**config.mk**
```make
export PLATFORM = sky130hd
export DESIGN_NAME = i2c_target_responder
export DESIGN_NICKNAME = d
export VERILOG_FILES = /design/src/rtl/i2c_target_responder_pkg.sv /design/src/rtl/i2c_target_responder_bus_sync.sv /design/src/rtl/i2c_target_responder.sv
export SDC_FILE = /design/constraint.sdc
export NUM_CORES = 1
export LEC_CHECK = 0
export ABC_AREA = 1
export CORE_UTILIZATION = 58
export DETAILED_ROUTE_END_ITERATION = 8
export HOLD_SLACK_MARGIN = 0.12
export PLACE_DENSITY = 0.81
export SYNTH_ARGS = -nofsm -noshare
export SYNTH_HDL_FRONTEND = slang
export SYNTH_SLANG_ARGS = --single-unit
```
**constraint.sdc**
```tcl
create_clock -name clk -period 3.2 [get_ports clk]
set_input_delay 0.32 -clock clk [delete_from_list [all_inputs] [get_ports clk]]
set_output_delay 0.32 -clock clk [all_outputs]
set_load 0.1 [all_outputs]
```
**src/rtl/i2c_target_responder_pkg.sv**
```systemverilog
// Shared I2C definitions: FSM state encoding, default target address and
// synchronizer depth. Used by the target responder and the address translator.
package i2c_target_responder_pkg;

    localparam logic [6:0]  DEFAULT_TARGET_ADDR = 7'h48;
    localparam int unsigned SYNC_DEPTH          = 2;
    localparam int unsigned BYTE_BITS           = 8;

    typedef enum logic [3:0] {
        ST_IDLE      = 4'd0,
        ST_ADDR      = 4'd1,
        ST_ADDR_ACK  = 4'd2,
        ST_PTR       = 4'd3,
        ST_PTR_ACK   = 4'd4,
        ST_WDATA     = 4'd5,
        ST_WDATA_ACK = 4'd6,
        ST_RDATA     = 4'd7,
        ST_RDATA_ACK = 4'd8,
        ST_WAIT_STOP = 4'd9
    } i2c_state_e;

endpackage

```
**src/rtl/i2c_target_responder_bus_sync.sv**
```systemverilog
// i2c_bus_sync: brings SCL/SDA into the clk domain and flags bus events.
// Ports:
//   clk, rst            system clock, async active-high reset
//   scl_i, sda_i        raw bus lines (asynchronous to clk)
//   sda_o               synchronized SDA level
//   scl_rise_o/fall_o   one-clk pulse on a synchronized SCL edge
//   start_o / stop_o    one-clk pulse on START (incl. repeated) / STOP
module i2c_bus_sync
    import i2c_target_responder_pkg::*;
(
    input  logic clk,
    input  logic rst,
    input  logic scl_i,
    input  logic sda_i,
    output logic sda_o,
    output logic scl_rise_o,
    output logic scl_fall_o,
    output logic start_o,
    output logic stop_o
);

    logic [SYNC_DEPTH-1:0] scl_sync_q;
    logic [SYNC_DEPTH-1:0] sda_sync_q;
    logic                  scl_prev_q;
    logic                  sda_prev_q;
    logic                  scl_s;
    logic                  sda_s;

    // Synchronizer chains plus one edge-detect stage; idle bus level is high.
    always_ff @(posedge clk or posedge rst) begin
        if (rst) begin
            scl_sync_q <= '1;
            sda_sync_q <= '1;
            scl_prev_q <= 1'b1;
            sda_prev_q <= 1'b1;
        end else begin
            scl_sync_q <= {scl_sync_q[SYNC_DEPTH-2:0], scl_i};
            sda_sync_q <= {sda_sync_q[SYNC_DEPTH-2:0], sda_i};
            scl_prev_q <= scl_s;
            sda_prev_q <= sda_s;
        end
    end

    assign scl_s = scl_sync_q[SYNC_DEPTH-1];
    assign sda_s = sda_sync_q[SYNC_DEPTH-1];

    // SDA may only move while SCL is high to signal START/STOP.
    assign sda_o      = sda_s;
    assign scl_rise_o = scl_s & ~scl_prev_q;
    assign scl_fall_o = ~scl_s & scl_prev_q;
    assign start_o    = scl_s & scl_prev_q & sda_prev_q & ~sda_s;
    assign stop_o     = scl_s & scl_prev_q & ~sda_prev_q & sda_s;

endmodule

```
**src/rtl/i2c_target_responder.sv**
```systemverilog
// I2C target exposing NUM_REGS 8-bit registers behind an auto-incrementing
// pointer. Write: [addr+W][ptr][data...]. Read: [addr+R][data...] from pointer.
// Ports:
//   clk, rst        system clock (>= 8x SCL), async active-high reset
//   scl_i, sda_i    bus lines (sda_i is the wired-AND bus level)
//   sda_oe          1 pulls SDA low
//   regs_o          flat register file, register k at [8k+7:8k]
//   wr_strobe       one-clk pulse per register written
//   busy            high from address match until STOP or release
module i2c_target_responder
    import i2c_target_responder_pkg::*;
#(
    parameter logic [6:0]  TARGET_ADDR = DEFAULT_TARGET_ADDR,
    parameter int unsigned NUM_REGS    = 4
) (
    input  logic                  clk,
    input  logic                  rst,
    input  logic                  scl_i,
    input  logic                  sda_i,
    output logic                  sda_oe,
    output logic [8*NUM_REGS-1:0] regs_o,
    output logic                  wr_strobe,
    output logic                  busy
);

    localparam int unsigned PW = $clog2(NUM_REGS);

    logic sda_s;
    logic scl_rise;
    logic scl_fall;
    logic start_det;
    logic stop_det;

    i2c_bus_sync u_bus_sync (
        .clk        (clk),
        .rst        (rst),
        .scl_i      (scl_i),
        .sda_i      (sda_i),
        .sda_o      (sda_s),
        .scl_rise_o (scl_rise),
        .scl_fall_o (scl_fall),
        .start_o    (start_det),
        .stop_o     (stop_det)
    );

    i2c_state_e            state_q;
    logic [3:0]            bit_cnt_q;
    logic [7:0]            shift_q;
    logic [PW-1:0]         ptr_q;
    logic [8*NUM_REGS-1:0] regs_q;
    logic                  sda_oe_q;
    logic                  busy_q;
    logic                  wr_strobe_q;

    logic                  byte_done;
    logic                  addr_match;
    logic [PW-1:0]         ptr_inc;
    logic [7:0]            rd_byte;
    logic [7:0]            rd_next;

    assign byte_done  = (bit_cnt_q == 4'(BYTE_BITS));
    // General call (7'h00) never matches.
    assign addr_match = (shift_q[7:1] == TARGET_ADDR) && (shift_q[7:1] != 7'h00);
    assign ptr_inc    = ptr_q + PW'(1);
    assign rd_byte    = regs_q[{ptr_q, 3'b000} +: 8];
    assign rd_next    = regs_q[{ptr_inc, 3'b000} +: 8];

    // Protocol FSM; SDA drive only changes on SCL falling edges.
    always_ff @(posedge clk or posedge rst) begin
        if (rst) begin
            state_q     <= ST_IDLE;
            bit_cnt_q   <= '0;
            shift_q     <= '0;
            ptr_q       <= '0;
            regs_q      <= '0;
            sda_oe_q    <= 1'b0;
            busy_q      <= 1'b0;
            wr_strobe_q <= 1'b0;
        end else begin
            wr_strobe_q <= 1'b0;
            if (stop_det) begin
                state_q   <= ST_IDLE;
                bit_cnt_q <= '0;
                sda_oe_q  <= 1'b0;
                busy_q    <= 1'b0;
            end else if (start_det) begin
                state_q   <= ST_ADDR;
                bit_cnt_q <= '0;
                sda_oe_q  <= 1'b0;
            end else begin
                case (state_q)
                    ST_ADDR: begin
                        if (scl_rise) begin
                            shift_q   <= {shift_q[6:0], sda_s};
                            bit_cnt_q <= bit_cnt_q + 4'd1;
                        end else if (scl_fall && byte_done) begin
                            bit_cnt_q <= '0;
                            if (addr_match) begin
                                state_q  <= ST_ADDR_ACK;
                                sda_oe_q <= 1'b1;
                                busy_q   <= 1'b1;
                            end else begin
                                state_q  <= ST_WAIT_STOP;
                                sda_oe_q <= 1'b0;
                                busy_q   <= 1'b0;
                            end
                        end
                    end
                    ST_ADDR_ACK: begin
                        // shift_q[0] still holds the R/W bit.
                        if (scl_fall) begin
                            if (shift_q[0]) begin
                                state_q  <= ST_RDATA;
                                sda_oe_q <= ~rd_byte[7];
                                shift_q  <= {rd_byte[6:0], 1'b0};
                            end else begin
                                state_q  <= ST_PTR;
                                sda_oe_q <= 1'b0;
                            end
                        end
                    end
                    ST_PTR, ST_WDATA: begin
                        if (scl_rise) begin
                            shift_q   <= {shift_q[6:0], sda_s};
                            bit_cnt_q <= bit_cnt_q + 4'd1;
                        end else if (scl_fall && byte_done) begin
                            bit_cnt_q <= '0;
                            sda_oe_q  <= 1'b1;
                            if (state_q == ST_PTR) begin
                                ptr_q   <= shift_q[PW-1:0];
                                state_q <= ST_PTR_ACK;
                            end else begin
                                regs_q[{ptr_q, 3'b000} +: 8] <= shift_q;
                                wr_strobe_q <= 1'b1;
                                ptr_q       <= ptr_inc;
                                state_q     <= ST_WDATA_ACK;
                            end
                        end
                    end
                    ST_PTR_ACK, ST_WDATA_ACK: begin
                        if (scl_fall) begin
                            state_q  <= ST_WDATA;
                            sda_oe_q <= 1'b0;
                        end
                    end
                    ST_RDATA: begin
                        if (scl_rise) begin
                            bit_cnt_q <= bit_cnt_q + 4'd1;
                        end else if (scl_fall) begin
                            if (byte_done) begin
                                bit_cnt_q <= '0;
                                sda_oe_q  <= 1'b0;
                                state_q   <= ST_RDATA_ACK;
                            end else begin
                                sda_oe_q <= ~shift_q[7];
                                shift_q  <= {shift_q[6:0], 1'b0};
                            end
                        end
                    end
                    ST_RDATA_ACK: begin
                        // Capture master ACK/NACK into shift_q[0].
                        if (scl_rise) begin
                            shift_q <= {shift_q[6:0], sda_s};
                        end else if (scl_fall) begin
                            if (!shift_q[0]) begin
                                ptr_q     <= ptr_inc;
                                state_q   <= ST_RDATA;
                                bit_cnt_q <= '0;
                                sda_oe_q  <= ~rd_next[7];
                                shift_q   <= {rd_next[6:0], 1'b0};
                            end else begin
                                state_q  <= ST_WAIT_STOP;
                                sda_oe_q <= 1'b0;
                                busy_q   <= 1'b0;
                            end
                        end
                    end
                    default: begin
                        sda_oe_q <= 1'b0;
                    end
                endcase
            end
        end
    end

    assign sda_oe    = sda_oe_q;
    assign regs_o    = regs_q;
    assign wr_strobe = wr_strobe_q;
    assign busy      = busy_q;

endmodule

```
* Word level (Yosys, flattened, before mapping)
Index checks and enable logic that the tools add are counted.
** Storage, ports and cells
- RAM bits :: 0
- Output and inout port bits :: 35
- Logic and storage cells :: 177
- Input port bits :: 4
- Bits in latches :: 0
- Memories kept :: 0
- Register bits :: 59
- Memory bits (read-only) :: 0
** Operators by class
- Equality and inequality tests :: 44
- Reduce and logical (&&, ||, !) cells :: 19
- Multiply operators :: 0
- Add/subtract/negate cells :: 3
- Muxes and demuxes :: 76
- Divide/modulo/power cells :: 0
- Order comparisons :: 0
- Bitwise logic cells :: 18
- Shift-type cells :: 4
** Operators by type and width (count)
- $mux W4 :: 25
- $mux W8 :: 9
- $shiftx A32 B6 Y8 :: 2
- $ne A4 B4 Y1 const B :: 12
- $bwmux W32 :: 1
- $pmux W8 S4 :: 1
- $shift A8 B7 Y32 const A :: 1
- $shiftx A8 B7 Y32 :: 1
- $mux W1 :: 27
- $pmux W4 S6 :: 1
- $ne A3 B3 Y1 const B :: 7
- $ne A2 B2 Y1 const B :: 10
- $eq A4 B3 Y1 const B :: 4
- $mux W2 :: 7
- $reduce_and A7 Y1 :: 2
- $pmux W4 S3 :: 1
- $reduce_and A12 Y1 :: 1
- $not A1 Y1 :: 11
- $reduce_and A11 Y1 :: 1
- $ne A5 B5 Y1 const B :: 2
- $reduce_and A10 Y1 :: 1
- $reduce_and A9 Y1 :: 1
- $eq A4 B2 Y1 const B :: 2
- $eq A4 B4 Y1 const B :: 2
- 23 further kinds :: 32

* Longest topological paths before layout
- Depth after elaboration :: 9
- Mapped depth :: 13
- Depth with buffers taken out :: 12

* Hierarchy
From an unflattened synthesis, not the netlist that was laid out.
** Second synthesis, totals
- Cell total of the unflattened synthesis :: 581
- Area total of the unflattened synthesis :: 4001.3 um^2
** By module, submodules not included
- i2c_target_responder :: times used 1, area an instance 3798.6 um^2, cells an instance 563, seq. area each 1326.3 um^2
- i2c_bus_sync :: times used 1, area an instance 202.7 um^2, cells an instance 18, seq. area each 157.7 um^2

* Worst setup path after synthesis
No wires, ideal clock.
- Path kind :: flip-flop to flip-flop
- From :: register ptr_q[0]
- To :: register shift_q[3]
- Cell stages (with the launch flop) :: 13
- Setup slack :: 0.934 ns
- Buffers on the path :: 4
- Setup time :: 0.065 ns
- Arrival :: 2.201 ns
- Data required time :: 3.135 ns
- Clock period less this slack :: 2.266 ns
- Path through :: dfrtp_1 -> buf_2 -> clkinv_1 -> clkbuf_1 -> ha_1 -> clkbuf_1 -> clkbuf_1 -> o21ai_0 -> a21oi_1 -> o21ai_0 -> nand3_1 -> nand2_1 -> nand2_1
** Between the ends
- Cells in the longest elaborated chain, start to end :: 6
- Elaborated cells between the ends (all ways) :: 9
- Those cells by class :: add/sub (1); shift (2); mux (6)
** RTL lines
- start, declared :: RTL line i2c_target_responder.sv:49 : logic [PW-1:0] ptr_q;
- start signal, assigned :: RTL line i2c_target_responder.sv:130 : ptr_q <= shift_q[PW-1:0];
- start signal, assigned :: RTL line i2c_target_responder.sv:135 : ptr_q <= ptr_inc;
- start signal, assigned :: RTL line i2c_target_responder.sv:166 : ptr_q <= ptr_inc;
- $add A2 B1 Y2 :: RTL line i2c_target_responder.sv:64 : assign ptr_inc = ptr_q + PW'(1);
- $shiftx A32 B6 Y8 :: RTL line i2c_target_responder.sv:66 : assign rd_next = regs_q[{ptr_inc, 3'b000} +: 8];
- $mux W8 :: RTL line i2c_target_responder.sv:165 : if (!shift_q[0]) begin
- $mux W8 :: RTL line i2c_target_responder.sv:164 : end else if (scl_fall) begin
- $mux W8 :: RTL line i2c_target_responder.sv:162 : if (scl_rise) begin
- $pmux W8 S4 * :: RTL line i2c_target_responder.sv:91 : case (state_q)
- end signal, assigned :: RTL line i2c_target_responder.sv:94 : shift_q <= {shift_q[6:0], sda_s};
- end signal, assigned :: RTL line i2c_target_responder.sv:163 : shift_q <= {shift_q[6:0], sda_s};
- end signal, assigned :: RTL line i2c_target_responder.sv:170 : shift_q <= {rd_next[6:0], 1'b0};
- end, declared :: RTL line i2c_target_responder.sv:48 : logic [7:0] shift_q;
Every way passes the cells marked *; elsewhere a longest branch is shown, timed or not. The select of a mux whose other input is x is not followed.
A chain may end at the register's enable or synchronous reset.

* Worst setup path after layout
- From :: register ptr_q[0]
- To :: register regs_q[17] (netlist: regs_o[17])
** Between the ends
- Cells in the longest elaborated chain, start to end :: 3
- Elaborated cells between the ends (all ways) :: 4
- Those cells by class :: add/sub (1); shift (2); mux (1)
** RTL lines
- $neg A5 Y7 * :: RTL line i2c_target_responder.sv:133 : regs_q[{ptr_q, 3'b000} +: 8] <= shift_q;
- $shiftx A8 B7 Y32 / $shift A8 B7 Y32 (equally long branches) :: RTL line i2c_target_responder.sv:133
- $bwmux W32 * :: RTL line i2c_target_responder.sv:133
- end signal, assigned by index :: RTL line i2c_target_responder.sv:133
- end, declared :: RTL line i2c_target_responder.sv:50 : logic [8*NUM_REGS-1:0] regs_q;
Every way passes the cells marked *; elsewhere a longest branch is shown, timed or not.

==> flow_summary.html <==
<table>
<tr><th>Metric</th><th>Value</th></tr>
<tr><th colspan="2">Synthesis</th></tr>
<tr><td>Yosys cell types</td><td>31</td></tr>
<tr><td>Synth area leader</td><td>sky130_fd_sc_hd__dfrtp_1</td></tr>
<tr><td>Commonest register cell after synthesis</td><td>sky130_fd_sc_hd__dfrtp_1</td></tr>
<tr><td>Yosys top cell area share</td><td>about a third</td></tr>
<tr><td>Share of synthesized registers carrying an async set or reset</td><td>100.0%</td></tr>
<tr><td>Most numerous cell types in the synthesized netlist</td><td>133 x sky130_fd_sc_hd__nand2_1, 80 x sky130_fd_sc_hd__nand3_1, 57 x sky130_fd_sc_hd__o21ai_0, 53 x sky130_fd_sc_hd__dfrtp_1, 46 x sky130_fd_sc_hd__inv_1</td></tr>
<tr><td>Most frequently used cell type in the post-synthesis netlist</td><td>sky130_fd_sc_hd__nand2_1</td></tr>
<tr><td>Mapped Area</td><td>3846 µm²</td></tr>
<tr><td>Synth top area cells</td><td>sky130_fd_sc_hd__dfrtp_1 34%, sky130_fd_sc_hd__nand2_1 13%, sky130_fd_sc_hd__nand3_1 10%</td></tr>
<tr><td>Fraction of the yosys area taken by sequential cells</td><td>around two fifths</td></tr>
<tr><td>Net count of the mapped netlist</td><td>~550</td></tr>
<tr><td>Mean instance size in the synthesized netlist</td><td>roughly 7 µm²</td></tr>
<tr><td>Post-synthesis register bit count</td><td>between 50 and 60</td></tr>
<tr><td>Number of cells produced by synthesis</td><td>537</td></tr>
<tr><td>Number of flops mapped to enable cells by yosys</td><td>0</td></tr>
<tr><td>Number of warnings reported in the yosys synthesis log</td><td>0</td></tr>
<tr><th colspan="2">Worst setup path</th></tr>
<tr><td>Longest individual stage delay on the worst path</td><td>between 400 and 500 ps</td></tr>
<tr><td>CP Capture Type</td><td>flip-flop</td></tr>
<tr><td>Cell-by-cell trace of the critical path</td><td>buf_4, clkinv_1, ha_1, buf_4, clkinv_1, nor3_1, buf_4, nand3_1, o21ai_1</td></tr>
<tr><td>Critical path class</td><td>reg -&gt; reg</td></tr>
<tr><td>Arrival time worst endpoint</td><td>2720 ps</td></tr>
<tr><td>Most repeated library cell on the critical path</td><td>sky130_fd_sc_hd__buf_4</td></tr>
<tr><td>Slowest cell on crit path</td><td>sky130_fd_sc_hd__clkinv_1</td></tr>
<tr><td>FF-to-FF path depth</td><td>9</td></tr>
<tr><td>Worst Path Required</td><td>around 3500 ps</td></tr>
<tr><td>Worst-path maximum fanout</td><td>28</td></tr>
<tr><td>Launching element type of the critical path</td><td>flip-flop</td></tr>
<tr><th colspan="2">Final layout</th></tr>
<tr><td>Layout cells sized above 1</td><td>between 10% and 20%</td></tr>
<tr><td>Signed area change from the synthesized netlist to the final layout</td><td>16.85%</td></tr>
<tr><td>Number of inserted filler cells in the final layout</td><td>between 500 and 600</td></tr>
<tr><td>Diode count</td><td>0</td></tr>
<tr><td>Post-layout net count</td><td>about 600</td></tr>
<tr><th colspan="2">Timing</th></tr>
<tr><td>Final setup violation count</td><td>0</td></tr>
<tr><td>Summed negative setup slack over all endpoints</td><td>0 ps</td></tr>
<tr><td>Worst slew pin tran</td><td>slightly below 1000 ps</td></tr>
<tr><td>Max-slew violation count</td><td>0</td></tr>
<tr><td>Crit share post-route</td><td>76.86%</td></tr>
<tr><td>RSZ-0062 raised after global routing</td><td>no</td></tr>
<tr><td>Final WS setup</td><td>around 740 ps</td></tr>
<tr><td>Final worst clock skew</td><td>about 7.3 ps</td></tr>
<tr><td>Tightest slew margin relative to the limit</td><td>about a third</td></tr>
<tr><td>Post-layout minimum cycle time</td><td>2460 ps</td></tr>
<tr><td>Final-report hold violation count</td><td>0</td></tr>
<tr><td>Highest Clock Rate</td><td>a little over 400 MHz</td></tr>
<tr><th colspan="2">Clock tree</th></tr>
<tr><td>CTS Root Cell</td><td>sky130_fd_sc_hd__clkbuf_8</td></tr>
<tr><td>TritonCTS clock tree</td><td>done</td></tr>
<tr><td>Post-CTS setup-driven buffer insertion count</td><td>0</td></tr>
<tr><td>Number of buffers created by CTS</td><td>9</td></tr>
<tr><td>Total of cells resized after clock tree synthesis</td><td>0</td></tr>
<tr><td>CTS H-Tree Depth</td><td>3</td></tr>
<tr><td>Sink Count</td><td>slightly below 60</td></tr>
<tr><td>Clock Pin Slew Worst Setup and Hold Paths</td><td>about 70 ps</td></tr>
<tr><td>Cts hold-fix bufs</td><td>0</td></tr>
<tr><td>Skew-Pair Late Insertion Delay</td><td>340 ps</td></tr>
<tr><td>Clock Tree Buf Depth</td><td>2</td></tr>
<tr><th colspan="2">Floorplanning</th></tr>
<tr><td>FP Rows</td><td>29</td></tr>
<tr><td>Initial core utilization</td><td>between 60% and 70%</td></tr>
<tr><td>Die boundary width</td><td>83.44 µm</td></tr>
<tr><td>Core Region</td><td>between 6000 and 7000 µm²</td></tr>
<tr><td>Overall die height</td><td>83.44 µm</td></tr>
<tr><td>Floorplan die area</td><td>just under 7000 µm²</td></tr>
<tr><td>Ports</td><td>39</td></tr>
<tr><th colspan="2">Drt</th></tr>
<tr><td>Total iterations of the first detailed-routing run</td><td>5</td></tr>
<tr><td>Drt first-iter violations</td><td>approximately 430</td></tr>
<tr><td>Number of vias in the routed layout</td><td>between 3k and 4k</td></tr>
<tr><td>Remaining DRCs</td><td>0</td></tr>
<tr><td>Detail Route Antenna Nets</td><td>0</td></tr>
<tr><td>WL per Instance</td><td>16.11 µm</td></tr>
<tr><td>Detail-routed via count per cell</td><td>about 5.8</td></tr>
<tr><td>Total wire length after detailed routing</td><td>~11000 µm</td></tr>
<tr><th colspan="2">Placed design</th></tr>
<tr><td>HPWL after detailed placement</td><td>roughly 7800 µm</td></tr>
<tr><td>Count of input and output buffers</td><td>38</td></tr>
<tr><td>Routability cong.</td><td>around 0.97</td></tr>
<tr><td>Worst Setup Slack post-DPL</td><td>roughly 780 ps</td></tr>
<tr><th colspan="2">Global route</th></tr>
<tr><td>Number of antenna violations at the first check in global routing</td><td>0</td></tr>
<tr><td>Global-route wire length before repair</td><td>17360 µm</td></tr>
<tr><td>Global-route congestion overflow total</td><td>0</td></tr>
<tr><td>Total routing resource utilization after global routing</td><td>31.77%</td></tr>
<tr><td>Vias in the first global route</td><td>3488</td></tr>
<tr><td>Pin count of the biggest net entering global routing</td><td>60</td></tr>
<tr><th colspan="2">Pwr</th></tr>
<tr><td>Largest voltage drop on the vdd net</td><td>around 0.6 mV</td></tr>
<tr><td>Leakage dissipation</td><td>between 2 and 2.5 nW</td></tr>
<tr><td>Power per unit of standard cell area</td><td>761.6 nW/µm²</td></tr>
<tr><th colspan="2">Flow run</th></tr>
<tr><td>Max cap viols</td><td>0</td></tr>
<tr><th colspan="2">Worst hold path</th></tr>
<tr><td>Worst hold path stage count</td><td>0</td></tr>
<tr><td>Class of the worst hold path</td><td>reg -&gt; reg</td></tr>
<tr><th colspan="2">Status</th></tr>
<tr><td>Outcome</td><td>finished, final reports clean</td></tr>
</table>
-- final cells by class --
type	instances	area [µm²]	area share, %
clock buffer	11	141.4	3.146
clock inverter	5	52.55	1.169
inverter	54	205.2	4.566
multi-input combinational	407	2062	45.88
sequential	59	1484	33.02
tap	77	96.34	2.144
timing repair buffer	46	452.9	10.08
-- layer usage --
layer | part of all wire (%) | global-route usage, % | vias up
met2 | 45 | 47.91 | 162
met3 | 7.4 | 5.268 | 15
met1 | 46 | 46.83 | 1793
li1 | - | - | 1847
met5 | 0 | 0 | -
met4 | 1.1 | 10.02 | 0
-- worst paths after layout --
| kind | startpoint | end | slack [ps] |
|---|---|---|---|
| worst max-delay path | ptr_q[0] | regs_o[17] | 740 |
| worst min-delay path | u_bus_sync.sda_sync_q[0] | u_bus_sync.sda_sync_q[1] | 360 |
| worst max register to register | ptr_q[0] | regs_o[17] | 740 |
| worst min register to register | u_bus_sync.sda_sync_q[0] | u_bus_sync.sda_sync_q[1] | 360 |
| max in group asynchronous | rst | u_bus_sync.scl_prev_q | 2530 |
| min in group asynchronous | rst | bit_cnt_q[1] | 370 |
-- kinds of logic (layout without fill, tap and decap cells) --
logic type,Yosys count,count (layout),synth area share [%]
AND/OR/NAND/NOR,286,286,33.93
AO/OA/AOI/OAI,109,109,15.97
buffers and inverters,71,116,7.807
flip-flops,59,59,38.58
adder cells (fa/ha/maj),10,10,3.253
XOR/XNOR,2,2,0.4555
-- cells in the final DEF, fill, tap and decap left out, types with 5 or more instances in the layout --
cell type	netlist	routed
sky130_fd_sc_hd__o21ai_1	5	5
sky130_fd_sc_hd__o21ai_2	16	16
sky130_fd_sc_hd__clkdlybuf4s50_1	0	38
sky130_fd_sc_hd__clkbuf_8	0	10
sky130_fd_sc_hd__buf_4	0	7
sky130_fd_sc_hd__inv_2	4	5
sky130_fd_sc_hd__dfrtp_1	53	53
sky130_fd_sc_hd__nand2_1	133	133
sky130_fd_sc_hd__a21oi_1	27	27
sky130_fd_sc_hd__nand3_1	80	80
sky130_fd_sc_hd__o21ai_0	57	57
sky130_fd_sc_hd__inv_1	46	45
sky130_fd_sc_hd__ha_1	10	10
sky130_fd_sc_hd__dfstp_2	6	6
sky130_fd_sc_hd__nand2_4	5	5
sky130_fd_sc_hd__nor2_1	44	44
sky130_fd_sc_hd__nor2_2	6	6
-- registers in the layout, indices dropped and copies added (netlist names) --
name / cells
shift_q: 8
wr_strobe: 1
u_bus_sync.scl_prev_q: 1
u_bus_sync.scl_sync_q: 2
ptr_q: 2
state_q: 4
u_bus_sync.sda_prev_q: 1
regs_o: 32
sda_oe: 1
u_bus_sync.sda_sync_q: 2
busy: 1
bit_cnt_q: 4
-- per-stage QoR --
stage	std cells	area, µm²	total power, mW	hold WS [ps]	util [%]
4_1_cts	659	4494	3.398	358.0	70.38
3_3_place_gp	643	4300	2.653	346.1	67.34
6_report	659	4494	3.423	359.7	70.38
5_1_grt	659	4494	3.687	361.7	70.38
2_1_floorplan	537	3846	2.275	324.5	-
3_5_place_dp	643	4300	2.714	352.2	67.34
-- power breakdown --
group | switching [mW] | total (mW) | internal, mW | leakage, nW
Combinational | 1.25 | 1.78 | 0.528 | 1.26
Clock | 0.307 | 0.684 | 0.377 | 0.0991
Sequential | 0.133 | 0.963 | 0.830 | 0.790
-- critical path: cells and delay by family, from the launching register on --
| kind | cells | cell delay (ps) |
|---|---|---|
| AO/OA/AOI/OAI | 1 | 90 |
| flip-flops | 1 | 330 |
| AND/OR/NAND/NOR | 2 | 420 |
| buffers and inverters | 5 | 1210 |
| adder cells (fa/ha/maj) | 1 | 310 |
(Power assumes the default switching activity.)
